### src/rtl/rv32i_pkg.sv
// Shared definitions for the rv32i pipeline's memory stage and the data-memory responder.
package rv32i_pkg;

  // Responder transaction phases.
  typedef enum logic [1:0] {
    IDLE = 2'd0,
    WAIT = 2'd1,
    RESP = 2'd2
  } dmem_state_e;

  // Memory-type opcodes and word-access funct3 codes used by the MEM stage.
  localparam logic [6:0] M_TYPE_LOAD  = 7'b0000011;
  localparam logic [6:0] M_TYPE_STORE = 7'b0100011;
  localparam logic [2:0] F3_LW        = 3'b010;
  localparam logic [2:0] F3_SW        = 3'b010;

  // Default array geometry and access latency.
  localparam int DMEM_DEPTH   = 32;
  localparam int DMEM_ADDR_W  = 5;
  localparam int DMEM_LATENCY = 2;

  // Byte-lane merge: lanes with a set strobe take the new word, others keep the old one.
  function automatic logic [31:0] merge_bytes(input logic [31:0] old_word,
                                              input logic [31:0] new_word,
                                              input logic [3:0]  strb);
    logic [31:0] res;
    res = old_word;
    for (int i = 0; i < 4; i++) begin
      if (strb[i]) begin
        res[8*i +: 8] = new_word[8*i +: 8];
      end else begin
        res[8*i +: 8] = old_word[8*i +: 8];
      end
    end
    return res;
  endfunction

endpackage

### src/rtl/dmem_array.sv
// DEPTH x 32 data storage with byte-masked synchronous write, registered read
// port and a synchronous clear of every word while RN is low.
module dmem_array
  import rv32i_pkg::*;
#(
  parameter int DEPTH  = DMEM_DEPTH,
  parameter int ADDR_W = DMEM_ADDR_W
) (
  input  logic              clk,
  input  logic              RN,
  input  logic              wr_en,
  input  logic              rd_en,
  input  logic              rd_clr,
  input  logic [ADDR_W-1:0] addr,
  input  logic [31:0]       wdata,
  input  logic [3:0]        wstrb,
  output logic [31:0]       rdata
);

  logic [31:0] mem_r [DEPTH];

  // Word storage: full clear during reset, otherwise a byte-masked store.
  always_ff @(posedge clk) begin
    if (!RN) begin
      for (int i = 0; i < DEPTH; i++) begin
        mem_r[i] <= 32'h0000_0000;
      end
    end else if (wr_en) begin
      mem_r[addr] <= merge_bytes(mem_r[addr], wdata, wstrb);
    end
  end

  // Read register: captures a word on a load, zero for stores/errors, else holds.
  always_ff @(posedge clk) begin
    if (!RN) begin
      rdata <= 32'h0000_0000;
    end else if (rd_en) begin
      rdata <= mem_r[addr];
    end else if (rd_clr) begin
      rdata <= 32'h0000_0000;
    end else begin
      rdata <= rdata;
    end
  end

endmodule

### src/rtl/rv32i_dmem_responder.sv
// Data-memory responder: accepts one word request at a time, performs the
// access LATENCY cycles after acceptance and returns a held response.
module rv32i_dmem_responder
  import rv32i_pkg::*;
#(
  parameter int DEPTH   = DMEM_DEPTH,
  parameter int ADDR_W  = DMEM_ADDR_W,
  parameter int LATENCY = DMEM_LATENCY
) (
  input  logic        clk,
  input  logic        RN,
  input  logic        req_valid,
  output logic        req_ready,
  input  logic        req_we,
  input  logic [31:0] req_addr,
  input  logic [31:0] req_wdata,
  input  logic [3:0]  req_wstrb,
  output logic        rsp_valid,
  input  logic        rsp_ready,
  output logic [31:0] rsp_rdata,
  output logic        rsp_err
);

  // Counter preload: WAIT lasts LATENCY edges including the access edge.
  localparam logic [3:0]  LAT_M1  = 4'(LATENCY - 1);
  localparam logic [31:0] DEPTH_W = 32'(DEPTH);

  dmem_state_e       state_r;
  dmem_state_e       state_s;
  logic [3:0]        cnt_r;
  logic              we_r;
  logic [ADDR_W-1:0] addr_r;
  logic [31:0]       wdata_r;
  logic [3:0]        wstrb_r;
  logic              err_r;
  logic              ready_r;
  logic              valid_r;
  logic              rsp_err_r;
  logic              accept_s;
  logic              access_s;
  logic              wr_en_s;
  logic              rd_en_s;
  logic              rd_clr_s;
  logic [31:0]       rdata_s;

  // Next-state and strobe decode for the request/wait/response sequence.
  always_comb begin
    state_s  = state_r;
    accept_s = 1'b0;
    access_s = 1'b0;
    case (state_r)
      IDLE: begin
        if (req_valid && ready_r) begin
          accept_s = 1'b1;
          state_s  = WAIT;
        end else begin
          state_s  = IDLE;
        end
      end
      WAIT: begin
        if (cnt_r == 4'd0) begin
          access_s = 1'b1;
          state_s  = RESP;
        end else begin
          state_s  = WAIT;
        end
      end
      RESP: begin
        if (rsp_ready) begin
          state_s = IDLE;
        end else begin
          state_s = RESP;
        end
      end
      default: begin
        state_s = IDLE;
      end
    endcase
  end

  // State register; ready/valid are registered copies of the next phase so
  // req_ready stays low throughout reset and rises on the first released edge.
  always_ff @(posedge clk) begin
    if (!RN) begin
      state_r <= IDLE;
      ready_r <= 1'b0;
      valid_r <= 1'b0;
    end else begin
      state_r <= state_s;
      ready_r <= (state_s == IDLE);
      valid_r <= (state_s == RESP);
    end
  end

  // Latency counter: preloaded on accept, counts down while waiting.
  always_ff @(posedge clk) begin
    if (!RN) begin
      cnt_r <= 4'd0;
    end else if (accept_s) begin
      cnt_r <= LAT_M1;
    end else if ((state_r == WAIT) && (cnt_r != 4'd0)) begin
      cnt_r <= cnt_r - 4'd1;
    end else begin
      cnt_r <= cnt_r;
    end
  end

  // Request capture: inputs are sampled only on the accept edge; the range
  // check uses the full 32-bit address so aliasing indices still flag errors.
  always_ff @(posedge clk) begin
    if (!RN) begin
      we_r    <= 1'b0;
      addr_r  <= '0;
      wdata_r <= 32'h0000_0000;
      wstrb_r <= 4'h0;
      err_r   <= 1'b0;
    end else if (accept_s) begin
      we_r    <= req_we;
      addr_r  <= req_addr[ADDR_W-1:0];
      wdata_r <= req_wdata;
      wstrb_r <= req_wstrb;
      err_r   <= (req_addr >= DEPTH_W);
    end else begin
      we_r    <= we_r;
      addr_r  <= addr_r;
      wdata_r <= wdata_r;
      wstrb_r <= wstrb_r;
      err_r   <= err_r;
    end
  end

  // Response error flag: set on the access edge and held through RESP.
  always_ff @(posedge clk) begin
    if (!RN) begin
      rsp_err_r <= 1'b0;
    end else if (access_s) begin
      rsp_err_r <= err_r;
    end else begin
      rsp_err_r <= rsp_err_r;
    end
  end

  // Access strobes into the array on the WAIT exit edge.
  always_comb begin
    wr_en_s  = access_s && we_r && !err_r;
    rd_en_s  = access_s && !we_r && !err_r;
    rd_clr_s = access_s && (we_r || err_r);
  end

  dmem_array #(
    .DEPTH  (DEPTH),
    .ADDR_W (ADDR_W)
  ) u_dmem_array (
    .clk    (clk),
    .RN     (RN),
    .wr_en  (wr_en_s),
    .rd_en  (rd_en_s),
    .rd_clr (rd_clr_s),
    .addr   (addr_r),
    .wdata  (wdata_r),
    .wstrb  (wstrb_r),
    .rdata  (rdata_s)
  );

  assign req_ready = ready_r;
  assign rsp_valid = valid_r;
  assign rsp_rdata = rdata_s;
  assign rsp_err   = rsp_err_r;

endmodule

### config.mk
export PLATFORM = sky130hd
export DESIGN_NAME = rv32i_dmem_responder
export DESIGN_NICKNAME = d
export VERILOG_FILES = /design/src/rtl/rv32i_pkg.sv /design/src/rtl/dmem_array.sv /design/src/rtl/rv32i_dmem_responder.sv
export SDC_FILE = /design/constraint.sdc
export NUM_CORES = 2
export LEC_CHECK = 0
export BUFFER_PORTS_ARGS = -buffer_cell sky130_fd_sc_hd__buf_2
export CAP_MARGIN = 40
export CORE_MARGIN = 2
export CORE_UTILIZATION = 50
export CTS_BUF_LIST = sky130_fd_sc_hd__clkbuf_2 sky130_fd_sc_hd__clkbuf_4 sky130_fd_sc_hd__clkbuf_8
export DETAILED_ROUTE_END_ITERATION = 8
export PLACE_DENSITY = 0.71
export REMOVE_ABC_BUFFERS = 1
export SLEW_MARGIN = 30
export SYNTH_ARGS = -nofsm -noshare
export SYNTH_HDL_FRONTEND = slang
export SYNTH_SLANG_ARGS = --single-unit
export TNS_END_PERCENT = 5
### constraint.sdc
create_clock -name clk -period 4.45 [get_ports clk]
set_input_delay 0.2225 -clock clk [delete_from_list [all_inputs] [get_ports clk]]
set_output_delay 0.2225 -clock clk [all_outputs]
set_load 0.05 [all_outputs]
## Word-level counts from Yosys, hierarchy flattened

Memories as Yosys holds them, arrays and structs flattened. A register that Yosys moved wholly into a read port is not among the register bits.
Index checks and enable logic that the tools add are counted.

| storage, ports and cells | value |
|---|---|
| register bits | 84 |
| logic and storage cells | 70 |
| bits in writable memories | 1,024 |
| input bits | 73 |
| memories kept | 1 |
| output and inout bits | 35 |

Memory list:

| memory | words | width | rd ports | clocked after memory_dff | wr ports | RTL line | RTL |
|---|---|---|---|---|---|---|---|
| u_dmem_array.mem_r | 32 | 32 | 1 | 1 | 32 | dmem_array.sv:20 | `logic [31:0] mem_r [DEPTH];` |

| cells by class | value |
|---|---|
| $add $sub $neg | 1 |
| magnitude comparators | 1 |
| reductions and logical operators | 18 |
| muxes and demuxes | 33 |
| bitwise gates (word level) | 1 |
| eq/ne operators | 3 |

Operator list:

| cell | number |
|---|---|
| two-way mux 32 bit | 3 |
| two-way mux 8 bit | 12 |
| greater-or-equal comparator 32 x 6 -> 1 bit (second input constant) | 1 |
| OR reduction 32 bit | 1 |
| two-way mux 5 bit | 3 |
| two-way mux 1 bit | 12 |
| logical AND 1 bit | 7 |
| case mux 2 bit (3 select lines) | 1 |
| == test 2 bit (second input constant) | 2 |
| logical NOT 2 bit | 2 |
| logical NOT 4 bit | 1 |
| two-way mux 2 bit | 2 |
| nonzero test 2 bit | 2 |
| nonzero test 4 bit | 1 |
| subtractor 4 x 1 -> 4 bit (second input constant) | 1 |
| == test 2 x 1 -> 1 bit (second input constant) | 1 |
| logical NOT 1 bit | 2 |
| OR reduction 2 bit | 1 |
| logical OR 1 bit | 1 |
| inverter 1 bit | 1 |

## Logic depth before layout (Yosys ltp)

| logic depth | value |
|---|---|
| depth in word-level cells | 10 |
| mapped depth | 10 |
| gate-level depth less buffers | 7 |

## Modules after synthesis

From an unflattened synthesis, not the netlist that was laid out.

| second synthesis, totals | value |
|---|---|
| cell total of the unflattened synthesis | 3,859 |
| area, all modules | 49,357.3 um^2 |

By module, submodules not included:

| module | cells each | sequential area each (um^2) | area an instance (um^2) | instances |
|---|---|---|---|---|
| dmem_array | 3,619 | 31,390.1 | 47,419.2 | 1 |
| rv32i_dmem_responder | 240 | 1,041.0 | 1,938.1 | 1 |

## Worst setup path after synthesis

No wires, ideal clock.

| timing | value |
|---|---|
| path type | reg-to-reg |
| start point | register cnt_r[0] |
| end point | memory u_dmem_array.mem_r[24][0] (enable) |
| arrival time | 3.677 ns |
| cell stages (with the launch flop) | 8 |
| path buffers | 1 |
| setup time | 0.466 ns |
| setup slack | 0.307 ns |
| data required time | 3.984 ns |
| period minus slack after synthesis | 4.143 ns |
| cells stage by stage | dfxtp_1 inv_1 ha_1 nor3b_1 and2_1 clkbuf_1 nand3_1 o21ai_0 |

RTL lines:

| element | RTL line | RTL |
|---|---|---|
| from (decl) | rv32i_dmem_responder.sv:30 | `logic [3:0] cnt_r;` |
| from (signal assigned) | rv32i_dmem_responder.sv:102 | `cnt_r <= cnt_r - 4'd1;` |
| from (signal assigned) | rv32i_dmem_responder.sv:104 | `cnt_r <= cnt_r;` |
| to (decl) | dmem_array.sv:20 |  |

==> reports/metrics.yaml <==
worst-endpoint-arrival_ns: 4.16
mappedNetlistArea_sq_mm: 0.0527
area_delta_synth_final_pct: 13.3
grt_max_degree: 148
critical_path.endpoint_type: "register"
grt_antenna_before_repair: 5
clock_root_buffer: "clkbuf_8"
grt_setup_unrepaired: "false"
drt-pass1-iter-count: 6
place.gp.congestion: 0.863
routed_wire_length_per_instance_um: 29.8
timing.fmax_mhz: 289
clk_pin_slew_worst_paths_ns: 0.06
detail_route.vias_per_cell: 7.02
initial_core_util: 0.503
post_synth_arst_share: 0
synth_compound_gate_area_share: 0.183
synth_cell_type_count: 38
dp_worst_setup_slack_ns: 1.08
dp_hpwl_um: 104000
final_max_slew_viol_count: 0
grt_pass1_wl_um: 254000
nNetsFinal: 4459
hold_path_class: "input pin to register"
dr.first_iter.drc_count: 7153
yosysTopAreaCell: "edfxtp_1"
setup_viol: 0
setup_tns_ns: 0
core_area_sq_mm: 0.105
postSynth.topFlopCell: "edfxtp_1"
final_hold_viol_count: 0
ys_top_cells_by_area: "edfxtp_1, o22ai_1, mux2i_1"
multiInputGateArea_sq_mm: 0.0181
groute.usage.overall: 0.318
die_w_um: 329
run_status: "complete, no violations"
peakVddDrop_mv: 0.256
timing_worst_setup_path_type: "register to register"
cts_max_level: 4
hold_path_startpoint: "req_addr[0]"
yosys.area.top_type_share: 0.584
postSynthRegisterBits: 1113
yosysSeqAreaShare: 0.618
finalWirelength_um: 177000
worst_slack_ns: 0.994
post_cts_buffers: 0
yosys-mux-area-fraction: 0.0973
worst_skew_pair.late_latency_ns: 0.92
tritoncts_clock_tree: "yes"
avgSynthCellArea_sq_um: 12.3
cp_max_fo: 48
total_leakage_power_nw: 18.9
area.sequential_sq_mm: 0.0325
synth-xor-area-share: 0.000499
fp.dieArea_sq_mm: 0.108
final.period_utilization: 0.777
skew_ns: 0.0657
dominant_combinational_cell_family_by_area_after_synthesis: "compound AO/OA/AOI/OAI gates"
cts_inserted_buffers: 183
drive_above_1_share: 0.146
worst-endpoint-required_ns: 5.15
vias: 41600
max_slew_margin: 0.370
max_cap_violations: 0
io_buffer_count: 107
die_y_um: 329
fillCellCount: 8455
fp-row-count: 119
yosysWarnings: 0
cp-start-kind: "register"
residual_drc_count: 0
global_route.overflow_total: 0
cts-root-to-sink-buffers: 3
synthesis.instances: 4290
finalCriticalPeriod_ns: 3.46
drt.antenna.violating_nets: 0
synth_enable_flop_cells: 1024
clock-sinks: 1113
ioPinCount: 108
power.density_cell_area_mw_per_mm2: 399
tightest_slew_ns: 0.941
grt_pass1_vias: 40300
yosys.area_share.adder: 0.000475
synth_common_cells: "edfxtp_1, o22ai_1, nand2_1"
synth_simple_gate_area_share: 0.0532
-- report_power, final --
| part | switching (mW) | internal [mW] | leakage (nW) |
|---|---|---|---|
| Combinational | 1.93 | 0.844 | 5.64 |
| Clock | 4.25 | 4.90 | 1.96 |
| Sequential | 0.133 | 11.7 | 11.3 |
-- flip-flops by register name, indices dropped and copies added (netlist names), 2 cells and up, named ones only --
name                count
state_r                 2
cnt_r                   4
addr_r                  5
wstrb_r                 4
u_dmem_array.mem_r   1024
u_dmem_array.rdata     32
wdata_r                32
-- per-layer routing --
layer	GRT usage	vias up	share of wire
met5	0	-	0
met4	0.163	0	0.050
met3	0.0952	634	0.15
met2	0.476	3648	0.45
met1	0.419	19900	0.35
li1	-	17400	-
-- repair_timing --
item | CTS | global route
endpoints found under the hold margin | 57 | 0
resized for setup | 0 | 0
hold buffers | 80 | 0
-- placed cells by master, fill, tap and decap left out, drive strengths merged, types with 10 or more instances in the layout --
cell type	n
a21oi	128
edfxtp	1024
o21ai	65
dfxtp	89
a21boi	44
nor3	10
and2	35
clkbuf	269
nand3	11
buf	303
dlygate4sd3	80
inv	12
nor2	26
nand2	515
mux2i	512
clkinv	49
or4	32
o22ai	1024
a22oi	256
-- path summary, 6_finish.rpt --
path                                                    to  cells past startpoint  slack [ns]
hold / removal                      addr_r[0]$_SDFFE_PN0N_                      4        0.22
setup reg to reg  u_dmem_array.mem_r[20][10]$_SDFFCE_PN0P_                      8        0.99
setup / recovery  u_dmem_array.mem_r[20][10]$_SDFFCE_PN0P_                      8        0.99
hold reg to reg        u_dmem_array.rdata[11]$_SDFFE_PN0P_                      2        0.44
-- cells by family after synthesis --
logic type,Yosys count
buffers and inverters,478
and+or+nand+nor,661
muxes,512
adders and majority gates,2
xor gates and xnor gates,3
AOI/OAI and AO/OA,1521
DFF,1113
-- worst max-delay path: stages (launching register included) --
cell and delay, ns:
dfxtp_4 0.61, buf_12 0.34, buf_12 0.37, mux2i_1 0.13, a22oi_1 0.36, a21oi_1 0.15
or4_1 0.71, buf_4 0.31, o22ai_1 0.22
-- metrics by stage --
step	instance area, sq um	hold slack [ns]	power, mW	util	std cells
final	59700	0.220	23.8	0.569	5926
after global routing	59700	0.245	24.3	0.569	5924
after CTS	59600	0.173	23.7	0.568	5919
after detailed placement	55100	0.440	14.7	0.526	5506
after global placement	54900	0.438	14.6	0.523	5492
after floorplan	50200	0.340	14.0	-	3816
-- area by class of cell --
class / count / area share
sequential: 1113 / 0.545
multi-input combinational: 2699 / 0.304
timing repair buffer: 383 / 0.0599
clock buffer: 269 / 0.0542
tap: 1391 / 0.0292
clock inverter: 64 / 0.00746
inverter: 4 / 0.000252
antenna: 3 / 0.000126
(Power assumes the default switching activity.)
